`src/rtl/mem_test_pkg.sv`:
```
// Shared types and helpers for the memory-path self-test master.
package mem_test_pkg;

  typedef enum logic [2:0] {
    IDLE,
    WR_REQ,
    WR_GAP,
    RD_REQ,
    RD_GAP,
    FINISH
  } state_t;

  localparam logic [3:0] WSTRB_ALL = 4'hF;

  // Each word carries its own index in the high half, so address aliasing shows up as a mismatch.
  function automatic logic [31:0] pat(input logic [15:0] idx, input logic [31:0] seed);
    return {idx, ~idx} ^ seed;
  endfunction

  function automatic logic [15:0] sat_inc(input logic [15:0] v);
    return (v == 16'hFFFF) ? v : v + 16'd1;
  endfunction

endpackage

```
`src/rtl/mem_test_checker.sv`:
```
// Read-back comparison: saturating mismatch counter and first-mismatch address capture.
module mem_test_checker
  import mem_test_pkg::*;
(
  input  logic        clk,
  input  logic        reset,
  input  logic        clear,
  input  logic        check,
  input  logic [31:0] rdata,
  input  logic [31:0] expected,
  input  logic [31:0] addr,
  output logic [15:0] err_count,
  output logic [31:0] first_err_addr
);

  logic mismatch;

  assign mismatch = check && (rdata != expected);

  always_ff @(posedge clk) begin
    if (reset || clear) begin
      err_count      <= '0;
      first_err_addr <= '0;
    end else if (mismatch) begin
      err_count <= sat_inc(err_count);
      if (err_count == 16'd0) first_err_addr <= addr;
    end
  end

endmodule

```
`src/rtl/mem_test_master.sv`:
```
// Self-test initiator on the picorv32 native memory bus: write a seeded pattern, read it back.
// Optional per-transaction timeout enabled by defining MEM_TEST_MASTER_TIMEOUT_EN.
//
// state  | meaning
// IDLE   | waiting for start
// WR_REQ | write request for word idx outstanding
// WR_GAP | one idle bus cycle after a write; advance idx
// RD_REQ | read request for word idx outstanding
// RD_GAP | one idle bus cycle after a read; advance idx
// FINISH | results valid; start re-arms
module mem_test_master
  import mem_test_pkg::*;
#(
  parameter logic [31:0] START_ADDR = 32'h0000_0000,
  parameter int          WORDS      = 16,
  parameter int          TIMEOUT    = 64
) (
  input  logic        clk,
  input  logic        reset,
  input  logic        start,
  input  logic [31:0] seed,
  output logic        busy,
  output logic        done,
  output logic        pass,
  output logic        timeout_err,
  output logic [15:0] err_count,
  output logic [31:0] first_err_addr,
  output logic        mem_valid,
  output logic        mem_instr,
  input  logic        mem_ready,
  output logic [31:0] mem_addr,
  output logic [31:0] mem_wdata,
  output logic [3:0]  mem_wstrb,
  input  logic [31:0] mem_rdata
);

  state_t      state, state_nxt;
  logic [15:0] idx;
  logic [31:0] seed_q;
  logic [31:0] word_addr;
  logic [31:0] word_pat;
  logic        start_acc;
  logic        last_word;
  logic        in_gap;
  logic        timeout_hit;

  assign start_acc = start && (state == IDLE || state == FINISH);
  assign last_word = (idx == 16'(WORDS - 1));
  assign in_gap    = (state == WR_GAP) || (state == RD_GAP);
  assign word_addr = START_ADDR + {14'd0, idx, 2'b00};
  assign word_pat  = pat(idx, seed_q);

  assign mem_valid = (state == WR_REQ) || (state == RD_REQ);
  assign mem_instr = 1'b0;
  assign mem_addr  = mem_valid ? word_addr : '0;
  assign mem_wdata = (state == WR_REQ) ? word_pat : '0;
  assign mem_wstrb = (state == WR_REQ) ? WSTRB_ALL : 4'h0;
  assign busy      = mem_valid || in_gap;
  assign done      = (state == FINISH);
  assign pass      = done && (err_count == 16'd0) && !timeout_err;

`ifdef MEM_TEST_MASTER_TIMEOUT_EN
  logic [31:0] tmr;
  logic        timeout_q;

  // Reloaded whenever the bus is idle, so every request starts with a full budget.
  always_ff @(posedge clk) begin
    if (reset) begin
      tmr       <= '0;
      timeout_q <= 1'b0;
    end else begin
      if (!mem_valid)      tmr <= 32'(TIMEOUT - 1);
      else if (!mem_ready) tmr <= tmr - 32'd1;
      if (start_acc)        timeout_q <= 1'b0;
      else if (timeout_hit) timeout_q <= 1'b1;
    end
  end

  assign timeout_hit = mem_valid && !mem_ready && (tmr == '0);
  assign timeout_err = timeout_q;
`else
  // Without the timer the master waits on mem_ready forever.
  assign timeout_hit = (TIMEOUT < 0);
  assign timeout_err = 1'b0;
`endif

  always_ff @(posedge clk) begin
    if (reset) state <= IDLE;
    else       state <= state_nxt;
  end

  always_ff @(posedge clk) begin
    if (reset) begin
      idx    <= '0;
      seed_q <= '0;
    end else if (start_acc) begin
      idx    <= '0;
      seed_q <= seed;
    end else if (in_gap) begin
      idx <= last_word ? 16'd0 : idx + 16'd1;
    end
  end

  always_comb begin
    state_nxt = state;
    case (state)
      IDLE, FINISH: if (start) state_nxt = WR_REQ;
      WR_REQ: begin
        if (mem_ready)        state_nxt = WR_GAP;
        else if (timeout_hit) state_nxt = FINISH;
      end
      WR_GAP: state_nxt = last_word ? RD_REQ : WR_REQ;
      RD_REQ: begin
        if (mem_ready)        state_nxt = RD_GAP;
        else if (timeout_hit) state_nxt = FINISH;
      end
      RD_GAP: state_nxt = last_word ? FINISH : RD_REQ;
      default: state_nxt = IDLE;
    endcase
  end

  mem_test_checker u_checker (
    .clk            (clk),
    .reset          (reset),
    .clear          (start_acc),
    .check          ((state == RD_REQ) && mem_ready),
    .rdata          (mem_rdata),
    .expected       (word_pat),
    .addr           (word_addr),
    .err_count      (err_count),
    .first_err_addr (first_err_addr)
  );

endmodule

```
`config.mk`:
```
export PLATFORM = sky130hd
export DESIGN_NAME = mem_test_master
export DESIGN_NICKNAME = d
export VERILOG_FILES = /design/src/rtl/mem_test_pkg.sv /design/src/rtl/mem_test_checker.sv /design/src/rtl/mem_test_master.sv
export SDC_FILE = /design/constraint.sdc
export NUM_CORES = 1
export LEC_CHECK = 0
export ABC_AREA = 1
export CAP_MARGIN = 20
export CORE_MARGIN = 2
export CORE_UTILIZATION = 49
export DETAILED_ROUTE_END_ITERATION = 10
export GPL_TIMING_DRIVEN = 1
export PLACE_DENSITY = 0.95
export SYNTH_ARGS = -nofsm -noshare
export SYNTH_HDL_FRONTEND = slang
export SYNTH_SLANG_ARGS = --single-unit
```
`constraint.sdc`:
```
create_clock -name clk -period 2.41 [get_ports clk]
set_input_delay 0.482 -clock clk [delete_from_list [all_inputs] [get_ports clk]]
set_output_delay 0.482 -clock clk [all_outputs]
set_load 0.005 [all_outputs]
```
After elaboration in Yosys (flattened, before gate mapping)
Cells that the tools add are included.

storage, ports and cells
  register bits = 83
  bits in latches = 0
  RAM bits = 0
  memory bits (read-only) = 0
  bits of input ports = 68
  output and inout bits = 122
  logic and storage cells = 47
  memories kept = 0

operators by class
  add/subtract/negate cells = 2
  multipliers = 0
  divide/modulo/power cells = 0
  $lt $le $gt $ge = 0
  eq/ne operators = 11
  shifts and indexed selects = 0
  multiplexer cells = 10
  bitwise gates (word level) = 3
  reduce and logical (&&, ||, !) cells = 16

operator list
  operator               number
  $add 16x1->16 const B  2
  $mux 32                1
  $ne 32x32->1           1
  $xor 32x32->32         1
  $mux 18                1
  $eq 16x16->1 const B   1
  $eq 16x4->1 const B    1
  $logic_not 16->1       1
  $mux 16                1
  $not 16->16            1
  $pmux 3 s5             1
  $mux 3                 4
  $eq 3x2->1 const B     2
  $eq 3x3->1 const B     2
  $ne 2x2->1 const B     3
  $logic_or 1x1->1       5
  $logic_and 1x1->1      4
  $mux 4                 1
  $reduce_and 2->1       2
  $reduce_or 2->1        2
  $eq 3x1->1 const B     1
  $logic_not 3->1        1
  $reduce_and 3->1       1
  $mux 2                 1
  $not 1->1              1

Logic depth before layout (Yosys ltp)
  word-level depth = 5
  depth in mapped cells = 16
  mapped depth without buffers = 15

Modules after synthesis
A second synthesis with hierarchy kept.

unflattened totals
  cells, all modules = 1112
  area total of the unflattened synthesis = 6545.0 sq um

by module, submodules not included
  module            times used  cells an instance  area an instance (sq um)  seq. area each (sq um)
  mem_test_checker  1           573                3285.7                    960.9
  mem_test_master   1           539                3259.4                    1021.0

Worst setup path before layout
OpenSTA, ideal clock, no wires.

  kind = flip-flop to output port
  start = register state[0]
  end = output mem_wdata[21]
  data arrival time = 1443 ps
  required time = 1928 ps
  path slack = 485 ps
  stages on the path, launching flop included = 8
  buffers on the path = 1
  path through = dfxtp_1 -> inv_2 -> nor2_1 -> inv_2 -> nor2_1 -> inv_2 -> clkbuf_1 -> a21oi_1

between the ends
  cells in the longest elaborated chain, start to end = 2

RTL lines
  item                    line                   text
  start, declared         mem_test_master.sv:37  state_t state, state_nxt;
  start signal, assigned  mem_test_master.sv:89  else state <= state_nxt;
  $eq 3x1->1              mem_test_master.sv:56  assign mem_wdata = (state == WR_REQ) ? word_pat : '0;
  $mux 32                 mem_test_master.sv:56
  end, declared           mem_test_master.sv:32  output logic [31:0] mem_wdata,

No other way between the ends.

Final worst setup path
  start = register state[0]
  end = output mem_addr[10]

between the ends
  cells in the longest elaborated chain, start to end = 3
  elaborated cells on any way between the ends = 4
  those cells by class = 2 x eq/ne; 1 x mux; 1 x reduce/logical

RTL lines
  item                                             line                   text
  $eq 3x1->1 / $eq 3x2->1 (equally long branches)  mem_test_master.sv:53  assign mem_valid = (state == WR_REQ) || (state == RD_REQ);
  $logic_or 1x1->1 (*)                             mem_test_master.sv:53
  $mux 18 (*)                                      mem_test_master.sv:55  assign mem_addr = mem_valid ? word_addr : '0;
  end, declared                                    mem_test_master.sv:31  output logic [31:0] mem_addr,

Every way passes the cells marked *; elsewhere a longest branch is shown, timed or not.

==> results.md <==
- WL final: 16800 µm
- CP Buf/Inv Count: 4
- Largest net degree at the start of global routing: 64
- Critical Path Max Stage Delay: 0.56 ns
- Hold Fails Final Rpt: 0
- Max-cap violations: 0
- Post-Syn Area per Cell: 6.05 µm²
- Root buf cell: clkbuf_8
- Remaining Overflow, GRT: 0
- Commonest non-fill, non-tap cell in the layout: nand2_1
- Post-Layout Cell Count: 1181
- Syn Std Cell Area: 0.00536 mm²
- Yosys cell types: 39
- Minimum clock period: 2.32 ns
- Post-synth top area share: 31.0%
- HP Class: flop to flop
- Hold path start: seed_q[6]$_SDFFE_PP0P_
- Slew Viols, Final: 0
- Mapped Cells: 886
- Post-CTS setup buffers: 0
- Placed Cells: 1163
- Sequential area share after synthesis: 31.0%
- 1st-pass router iterations: 6
- Drt initial violations: 476
- Wire per inst: 14.2 µm
- I/O Pins: 190
- Final period utilization: 96.3%
- Core Area: 0.0107 mm²
- Synthesis-to-layout area growth: 35.0%
- Rows: 38
- CTS tree: built
- Synth area leaders: dfxtp_1 (31%), nand2_1 (19%), a21oi_1 (7.5%)
- NumNets Final: 1106
- Reg2reg setup slack: 0.15 ns
- Vias in the first global route: 5655
- GRT Resource Usage Total: 27.9%
- Startpoint types: flop
- Placed Area: 0.00692 mm²
- Outcome: complete, no violations
- WP data arrival: 1.84 ns
- Syn. warnings: 0
- Depth of the worst hold-timing path: 2
- GPL Wtd Cong: 0.915
- Post-synth top area cell: dfxtp_1
- Final setup fails: 0
- Fin Clk Skew: 0.0116 ns
- Num CTS Buffers: 9
- IO buf count: 155
- Sink Count: 83
- Die Height: 109 µm
- R2R Path End: u_checker.first_err_addr[17]$_SDFFE_PP0P_
- Hold Path End: seed_q[6]$_SDFFE_PP0P_
- Vias: 6185
- Fin area: 0.00723 mm²
- Final ANT Viol Nets: 0
- DIE AREA: 0.0118 mm²
- Top Family by Delay on Critical Path: buffers and inverters
- Skew-Pair Late Insertion Delay: 0.36 ns
- Leakage: 0.00349 µW
- Dpl hpwl: 12100 µm
- Clock transition at path regs: 0.08 ns
- Critical-path cell list: inv_2, nor2_4, inv_2, buf_4, nor2_1, clkdlybuf4s50_1
- Chip width: 109 µm
- H-tree depth: 3
- Initial antenna violation count: 1
- Post-route DRC: 0
- Reg2reg path depth: 13
- Synth Register Bits: 83
- Critical path data required time: 1.93 ns
- Max rail drop VDD: 373 µV
- CP max stage cell: clkdlybuf4s50_1
- Achievable Freq: 431 MHz
- Most frequent CP cell: inv_2
- Reg2reg start: idx[12]$_SDFFE_PP0P_
- Crit path kind: flop to primary output
- PD cells: 733 mW/mm²
- Commonest cells after routing, fill and taps aside: nand2_1 (265), clkdlybuf4s50_1 (122), inv_1 (100)
- Initial Util: 49.8%
- CP Capture Type: primary output
- CTS Buffer Depth: 2
- Post-DR vias/cell: 5.24
- Layout cells sized above 1: 8.65%
- First-pass GRT wire length: 26000 µm
- CP max FO: 18
- RSZ-0062 raised after global routing: no
worst min-delay path, delay by kind of cell (launching register included):
family	cells	cell delay [ns]
AO/OA/AOI/OAI	1	0.05
buffers and inverters	1	0.06
flip-flops	1	0.32
registers in the layout, summed over array words and instances (netlist names):
signal,count
seed_q,32
state,3
u_checker.first_err_addr,16
idx,16
u_checker.err_count,16
power by group:
| part | switching [µW] | leakage (µW) | internal, µW |
|---|---|---|---|
| combinational | 1450 | 0.00272 | 1050 |
| sequential | 185 | 0.000678 | 1620 |
| clock | 518 | 0.0000971 | 477 |
metal layers:
layer  GRT usage [%]  part of all wire (%)  vias up
li1                -                     -     3031
met1            34.9                    40     2780
met2            46.3                    48      321
met3            4.46                   8.9       53
met4            14.0                   3.6        0
met5               0                     0        -
synth_stat cells (all sizes together):
library cell	number
a211oi	3
a21boi	1
a21oi	80
a41oi	1
and2	1
and3	1
buf	52
clkbuf	13
conb	1
dfxtp	83
ha	3
inv	125
nand2	267
nand3	41
nand3b	24
nand4	20
nor2	103
nor3	12
nor4	2
o2111a	1
o211ai	1
o21ai	42
o22ai	1
or2	2
xnor2	1
xor2	5
final cells by class:
class,instances,area [µm²]
Clock buffer,11,131
Multi-Input combinational cell,646,3030
Timing Repair Buffer,170,1710
Tap cell,140,175
Clock inverter,5,53.8
Inverter,125,469
Sequential cell,83,1670
Antenna cell,1,2.50
Fill cell,919,3510
cell families (layout without fill, tap and decap cells):
logic type	after synthesis	after routing	share of synthesized area [%]
compound gates	130	130	12.7
xor+xnor	6	6	0.981
fa+ha+maj	3	3	0.701
buf+inv	190	311	16.5
flops	83	83	31.0
other cells	1	35	0.0700
simple gates	473	473	38.1
how the worst max path moves through the flow:
stage / startpoint / slack, ns / end / cells past startpoint
floorplan: state[0]$_SDFFE_PP0P_ / 0.48 / mem_wdata[21] / 7
global placement: u_checker.err_count[0]$_SDFFE_PP0P_ / 0.11 / pass / 6
detailed placement: mem_rdata[12] / 0.05 / u_checker.first_err_addr[17]$_SDFFE_PP0P_ / 12
CTS: u_checker.err_count[0]$_SDFFE_PP0P_ / -0.08 / pass / 6
global route: idx[6]$_SDFFE_PP0P_ / 0.008 / u_checker.first_err_addr[5]$_SDFFE_PP0P_ / 13
finish: state[0]$_SDFFE_PP0P_ / 0.09 / mem_addr[10] / 6
timing repair:
| action | 4_1_cts | 5_1_grt |
|---|---|---|
| hold buffers | 0 | 0 |
| endpoints found under the setup margin | 33 | 12 |
| resized for setup | 42 | 22 |
| gates cloned | 0 | 1 |
| pin swaps | 3 | 1 |
per-stage QoR:
| stage | hold slack, ns | TNS (ns) | worst slack (ns) | utilization [%] | power [µW] |
|---|---|---|---|---|---|
| after floorplan | 0.443 | 0 | 0.485 | - | 3220 |
| after global placement | 0.454 | 0 | 0.111 | 64.4 | 4140 |
| after detailed placement | 0.459 | 0 | 0.0533 | 64.4 | 4210 |
| after CTS | 0.472 | -0.0806 | -0.0775 | 66.5 | 5180 |
| after global routing | 0.491 | 0 | 0.00797 | 67.3 | 5660 |
| final | 0.471 | 0 | 0.0897 | 67.3 | 5300 |
(Power assumes the default switching activity.)
